==> config.mk <==
export PLATFORM = sky130hd
export DESIGN_NAME = fetch_unit
export DESIGN_NICKNAME = d
export VERILOG_FILES = /design/src/rtl/fetch_unit.sv
export SDC_FILE = /design/constraint.sdc
export NUM_CORES = 1
export LEC_CHECK = 0
export BUFFER_PORTS_ARGS = -buffer_cell sky130_fd_sc_hd__buf_2
export CORE_MARGIN = 1
export CORE_UTILIZATION = 54
export CTS_BUF_LIST = sky130_fd_sc_hd__clkbuf_4
export DETAILED_ROUTE_END_ITERATION = 16
export GPL_TIMING_DRIVEN = 0
export PLACE_DENSITY_LB_ADDON = 0.08
export SETUP_SLACK_MARGIN = 0.02
export SLEW_MARGIN = 25
export SYNTH_ARGS = -nofsm -noshare
export SYNTH_HDL_FRONTEND = slang
export SYNTH_SLANG_ARGS = --single-unit
==> constraint.sdc <==
create_clock -name i_clk -period 2.3 [get_ports i_clk]
set_clock_uncertainty 0.1 [all_clocks]
set_input_delay 0.345 -clock i_clk [delete_from_list [all_inputs] [get_ports i_clk]]
set_output_delay 0.345 -clock i_clk [all_outputs]
set_load 0.01 [all_outputs]
==> src/rtl/fetch_unit.sv <==
// Instruction fetch stage: owns the PC, addresses inst_mem and presents one
// registered fetch slot to decode under a valid/ready handshake.
module fetch_unit #(
   parameter int unsigned           MEM_SIZE   = 1024,
   parameter logic [31:0]           RESET_PC   = 32'h0,
   parameter int unsigned           INST_WIDTH = 32,
   parameter logic [INST_WIDTH-1:0] NOP_INST   = INST_WIDTH'(32'h0000_0013)
) (
   input  logic                            i_clk,
   input  logic                            i_rst_n,
   output logic [$clog2(MEM_SIZE)-1:0]     o_imem_addr,
   input  logic [INST_WIDTH-1:0]           i_imem_inst,
   input  logic                            i_redirect_valid,
   input  logic [31:0]                     i_redirect_pc,
   output logic                            o_fetch_valid,
   input  logic                            i_fetch_ready,
   output logic [31:0]                     o_fetch_pc,
   output logic [INST_WIDTH-1:0]           o_fetch_inst,
   output logic                            o_fetch_misaligned
);

   localparam int unsigned ADDR_W = $clog2(MEM_SIZE);

   typedef enum logic [1:0] {
      ST_BOOT,
      ST_RUN,
      ST_FAULT
   } state_e;

   state_e                state_q, state_d;
   logic [31:0]           pc_q, pc_d;
   logic                  valid_q, valid_d;
   logic [31:0]           slot_pc_q, slot_pc_d;
   logic [INST_WIDTH-1:0] slot_inst_q, slot_inst_d;
   logic                  slot_mis_q, slot_mis_d;

   logic slot_free;
   logic redirect_mis;

   assign slot_free    = !valid_q || i_fetch_ready;
   assign redirect_mis = |i_redirect_pc[1:0];

   // NOTE: every next-state signal takes its held value first, so no path can infer a latch.
   always_comb begin
      state_d     = state_q;
      pc_d        = pc_q;
      valid_d     = valid_q;
      slot_pc_d   = slot_pc_q;
      slot_inst_d = slot_inst_q;
      slot_mis_d  = slot_mis_q;

      if (i_redirect_valid) begin
         // Redirect wins over stall and handshake; a slot accepted this cycle is simply gone.
         pc_d = i_redirect_pc;
         if (redirect_mis) begin
            state_d     = ST_FAULT;
            valid_d     = 1'b1;
            slot_pc_d   = i_redirect_pc;
            slot_inst_d = NOP_INST;
            slot_mis_d  = 1'b1;
         end else begin
            state_d = ST_RUN;
            valid_d = 1'b0;
         end
      end else begin
         unique case (state_q)
            ST_BOOT: begin
               state_d = ST_RUN;
            end
            ST_RUN: begin
               if (slot_free) begin
                  valid_d     = 1'b1;
                  slot_pc_d   = pc_q;
                  slot_inst_d = i_imem_inst;
                  slot_mis_d  = 1'b0;
                  pc_d        = pc_q + 32'd4;
               end
            end
            ST_FAULT: begin
               if (valid_q && i_fetch_ready) begin
                  valid_d = 1'b0;
               end
            end
            default: begin
               state_d = ST_BOOT;
            end
         endcase
      end
   end

   // NOTE: state registers use non-blocking assignments so all of them update from the same pre-edge values.
   always_ff @(posedge i_clk or negedge i_rst_n) begin
      if (!i_rst_n) begin
         state_q     <= ST_BOOT;
         pc_q        <= RESET_PC;
         valid_q     <= 1'b0;
         slot_pc_q   <= 32'h0;
         slot_inst_q <= '0;
         slot_mis_q  <= 1'b0;
      end else begin
         state_q     <= state_d;
         pc_q        <= pc_d;
         valid_q     <= valid_d;
         slot_pc_q   <= slot_pc_d;
         slot_inst_q <= slot_inst_d;
         slot_mis_q  <= slot_mis_d;
      end
   end

   assign o_imem_addr        = pc_q[ADDR_W-1:0];
   assign o_fetch_valid      = valid_q;
   assign o_fetch_pc         = slot_pc_q;
   assign o_fetch_inst       = slot_inst_q;
   assign o_fetch_misaligned = slot_mis_q;

endmodule

Yosys cells after proc, flatten, opt, wreduce, memory -nomap -nowiden --
Cells that the tools add are included.
Operators by class: muxes and demuxes 23, equal/unequal tests 6, reductions and logical operators 12, add/subtract/negate cells 1
Operators by type and width (count):
- 2-to-1 mux 32 bit | 11
- adder 32 x 3 -> 32 bit (second input constant) | 1
- 2-to-1 mux 1 bit | 8
- inequality test 3 bit (second input constant) | 2
- AND reduction 3 bit | 2
- 2-to-1 mux 2 bit | 2
- inequality test 2 x 1 -> 1 bit (second input constant) | 2
- case mux 2 bit (2 select lines) | 1
- nonzero test 2 bit | 2
- OR reduction 2 bit | 2
- nonzero test 3 bit | 1
- == test 2 x 1 -> 1 bit (second input constant) | 1
- == test 2 bit (second input constant) | 1
- zero test 2 bit | 1
- case mux 1 bit (2 select lines) | 1
- AND reduction 2 bit | 1
- logical AND 1 bit | 1
- zero test 1 bit | 1
- logical OR 1 bit | 1
Word-level totals: logic and storage cells 48, input port bits 68, flip-flop bits (word level) 100

Longest topological paths before layout --
depth after elaboration 5, depth in mapped cells 7, depth with buffers taken out 6

Worst setup path before layout --
Ideal clock, no wire load.
path kind register -> register, start point register pc_q[7], end point register pc_q[25], required time 2.076 ns, stages on the path, launching flop included 7, library setup time 0.124 ns, clock period less this slack 2.033 ns, buffers on the path 2, slack 0.267 ns, arrival 1.809 ns, cells stage by stage dfrtp_1 buf_4 nand3_2 or4_1 buf_2 o311a_1 a211o_1
On the way: cells in the longest elaborated chain, start to end 4
Ends and longest elaborated chain:
- from (decl) | line 31 | logic [31:0] pc_q, pc_d;
- from (signal assigned) | line 102 | pc_q <= pc_d;
- adder 32 x 3 -> 32 bit | line 76 | pc_d = pc_q + 32'd4;
- 2-to-1 mux 32 bit | line 71 | if (slot_free) begin
- 2-to-1 mux 32 bit | line 66 | unique case (state_q)
- 2-to-1 mux 32 bit | line 52 | if (i_redirect_valid) begin
No other way between the ends. The select of a mux whose other input is x is not followed. A chain may end at the register's enable or synchronous reset.

Worst setup path after layout --
start point register pc_q[8], end point register pc_q[25]
Same word-level chain as after synthesis.

==> impl_metrics.env <==
export IMPL_cts_buffers=9
export IMPL_hold_class="input port to flip-flop"
export IMPL_drc=0
export IMPL_cpMaxStageDelayCell="dfrtp_1"
export IMPL_first_pass_iters=5
export IMPL_core_region_area_um2=8680
export IMPL_syn_nets=590
export IMPL_hold_depth=3
export IMPL_synthArstFlopShare_pct=100
export IMPL_fmax_mhz=462
export IMPL_setup_violations=0
export IMPL_outcome="completed"
export IMPL_critPathKind="flip-flop to flip-flop"
export IMPL_routed_wl_mm=13.8
export IMPL_power_leakage_nw=3.05
export IMPL_arrival_ns=2.41
export IMPL_num_antenna_cells=0
export IMPL_antenna_found_initial=0
export IMPL_grt_max_degree=72
export IMPL_overflow=0
export IMPL_final_min_clock_period_ns=2.17
export IMPL_max_slew_margin_rel_pct=55.3
export IMPL_ys_ff_latch=100
export IMPL_hold_ws_ns=0.00729
export IMPL_cts_tree="done"
export IMPL_p_sw_share_pct=33.1
export IMPL_drive_gt1_share_pct=27.6
export IMPL_crit_fanout=7
export IMPL_dr_total_vias=4640
export IMPL_die_w_um=96.5
export IMPL_via_per_inst=5.67
export IMPL_combPwrFrac_pct=25.4
export IMPL_dp_hpwl_mm=9.35
export IMPL_crit_buf_inv=1
export IMPL_start_util_pct=55.6
export IMPL_rsz0062_at_grt="no"
export IMPL_power_density_nw_per_um2=671
export IMPL_io_pins=144
export IMPL_ir_worst_vdd_uv=402
export IMPL_port_buffers=142
export IMPL_clk_latency_ns=0.46
export IMPL_grt_pass1_wl_mm=22.0
export IMPL_std_cell_rows=34
export IMPL_p_int_mw=2.80
export IMPL_track_usage_pct=31.3
export IMPL_dieArea_um2=9310
export IMPL_path_delay_family="simple AND/OR/NAND/NOR gates"
export IMPL_wl_per_cell_um=16.9
export IMPL_ant_nets=0
export IMPL_final_max_slew_violation_count=0
export IMPL_reg2reg_depth=5
export IMPL_crit_path_end_kind="flip-flop"
export IMPL_critPathLaunchType="flip-flop"
export IMPL_clockRootBuffer="clkbuf_4"
export IMPL_yosys_warnings=0
export IMPL_synth_seq_area_share_pct=51.9
export IMPL_h_tree_depth=3
export IMPL_crit_cells=5
export IMPL_tightest_slew_ns=0.670
export IMPL_place_congestion=0.875
export IMPL_drtIter0Drc=261
export IMPL_die_y_um=96.5
export IMPL_path_cells="nand3_4, or4_1, buf_2, o311a_1, a211o_1"
export IMPL_ys_flop_type="dfrtp_1"
export IMPL_final_nets=778
export IMPL_seqPwrFrac_pct=51.9
export IMPL_synth_enable_flop_cells=0
export IMPL_syn_area_per_cell_um2=9.31
export IMPL_cts_sinks=100
export IMPL_synth_distinct_cells=52
export IMPL_cts_buffer_depth=2
export IMPL_clk_pin_slew_ns=0.17
export IMPL_utilization_pct=71.9
export IMPL_max_stage_delay_ns=0.52
export IMPL_cap_violations=0
export IMPL_required_ns=2.54
export IMPL_grt_pass1_vias=4402
export IMPL_p_switching_mw=1.38
export IMPL_hold_violations=0
export IMPL_synthCells=518
export IMPL_syn_area_um2=4820
export IMPL_area_delta_synth_final_pct=29.4
export IMPL_fin_crit_sh_pct=94.1
export IMPL_clkPwrFrac_pct=22.8
-- synth_stat cells (all sizes together), types with 5 or more instances --
cell    number  share of area (%)
a31oi        9                1.2
mux2i       32                6.6
nand4        9                1.2
a21boi      12                1.9
dfrtp      100                 52
nand2       98                7.6
o21ai       14                1.5
clkbuf      24                1.9
nor2        47                3.7
inv          6               0.47
a21oi       23                2.4
buf         20                2.5
nor3         9               0.93
nor4         8                1.0
and3         5               0.67
nand3       44                4.7
-- worst register-to-register path: cells and delay by family, from the launching register on --
kind / cells / cell delay (ns)
buffers and inverters: 1 / 0.18
DFF: 1 / 0.52
AOI/OAI and AO/OA: 2 / 0.62
and+or+nand+nor: 2 / 0.65
-- placed cells by master (no fill, tap or decap), types with 9 or more instances in the layout --
cell,n
a21boi_0,12
clkbuf_1,19
nand4_1,9
buf_2,146
clkbuf_4,10
mux2i_1,32
a31oi_1,9
dlygate4sd3_1,34
nand3_1,42
dfrtp_1,100
o21ai_0,12
nor2_1,47
nand2_1,97
a21oi_1,23
buf_4,12
nor3_1,9
-- path summary, 6_finish.rpt --
| check | startpoint | to | slack (ns) |
|---|---|---|---|
| worst max-delay path | pc_q[8] | pc_q[25] | 0.13 |
| worst min-delay path | i_redirect_pc[2] | pc_q[2] | 0.007 |
| worst max register to register | pc_q[8] | pc_q[25] | 0.13 |
| worst min register to register | o_fetch_pc[11] | o_fetch_pc[11] | 0.41 |
| max in group asynchronous | i_rst_n | pc_q[0] | 1.24 |
| min in group asynchronous | i_rst_n | o_fetch_pc[12] | 0.20 |
-- through the flow --
stage	TNS [ns]	power [mW]	std cells	worst slack (ns)	area [µm²]
floorplan	0	2.73	518	0.267	4820
global placement	-29.07	3.15	768	-0.261	5670
detailed placement	-5.05	3.20	769	-0.306	5700
CTS	0	4.18	820	0.0510	6210
global route	0	4.42	819	0.0266	6240
finish	0	4.18	819	0.135	6240
-- state kept, by name (all words and copies together) (netlist names) --
signal              count
o_fetch_inst           32
o_fetch_misaligned      1
o_fetch_pc             32
o_fetch_valid           1
pc_q                   32
state_q                 2
-- layer usage --
layer | global-route usage [%] | routed length [µm]
met5 | 0 | 0
met1 | 39.3 | 5590
met3 | 6.26 | 846
met2 | 53.4 | 7060
met4 | 11.4 | 328
-- logic make-up after synthesis --
family | after synthesis | share of synthesized area (%)
buf+inv | 50 | 4.88
fa+ha+maj | 4 | 1.04
flops | 100 | 51.9
simple gates | 244 | 23.3
compound gates | 80 | 10.6
mux | 36 | 7.57
xor+xnor | 4 | 0.726
-- power by group through the flow --
stage          clock (mW)  combinational [mW]  sequential [mW]
2_1_floorplan           0               0.478             2.26
3_3_place_gp            0               0.976             2.18
3_5_place_dp            0                1.00             2.19
4_1_cts             0.965                1.05             2.16
5_1_grt              1.03                1.18             2.21
6_report            0.952                1.06             2.17
-- layout make-up --
type	count	area, µm²
Clock buffer	10	75.1
Multi-Input combinational cell	368	2130
Fill cell	691	2440
Buffer	42	214
Clock inverter	6	65.1
Timing Repair Buffer	179	1100
Tap cell	108	135
Inverter	6	22.5
Sequential cell	100	2500
-- repair_timing --
| action | 4_1_cts | 5_1_grt |
|---|---|---|
| hold buffers | 33 | 1 |
| setup endpoints to repair | 30 | 43 |
| hold endpoints to repair | 72 | 1 |
| buffers inserted | 2 | 0 |
| resized for setup | 5 | 8 |
| pin swaps | 1 | 0 |
Power figures use the tool's default switching activity.
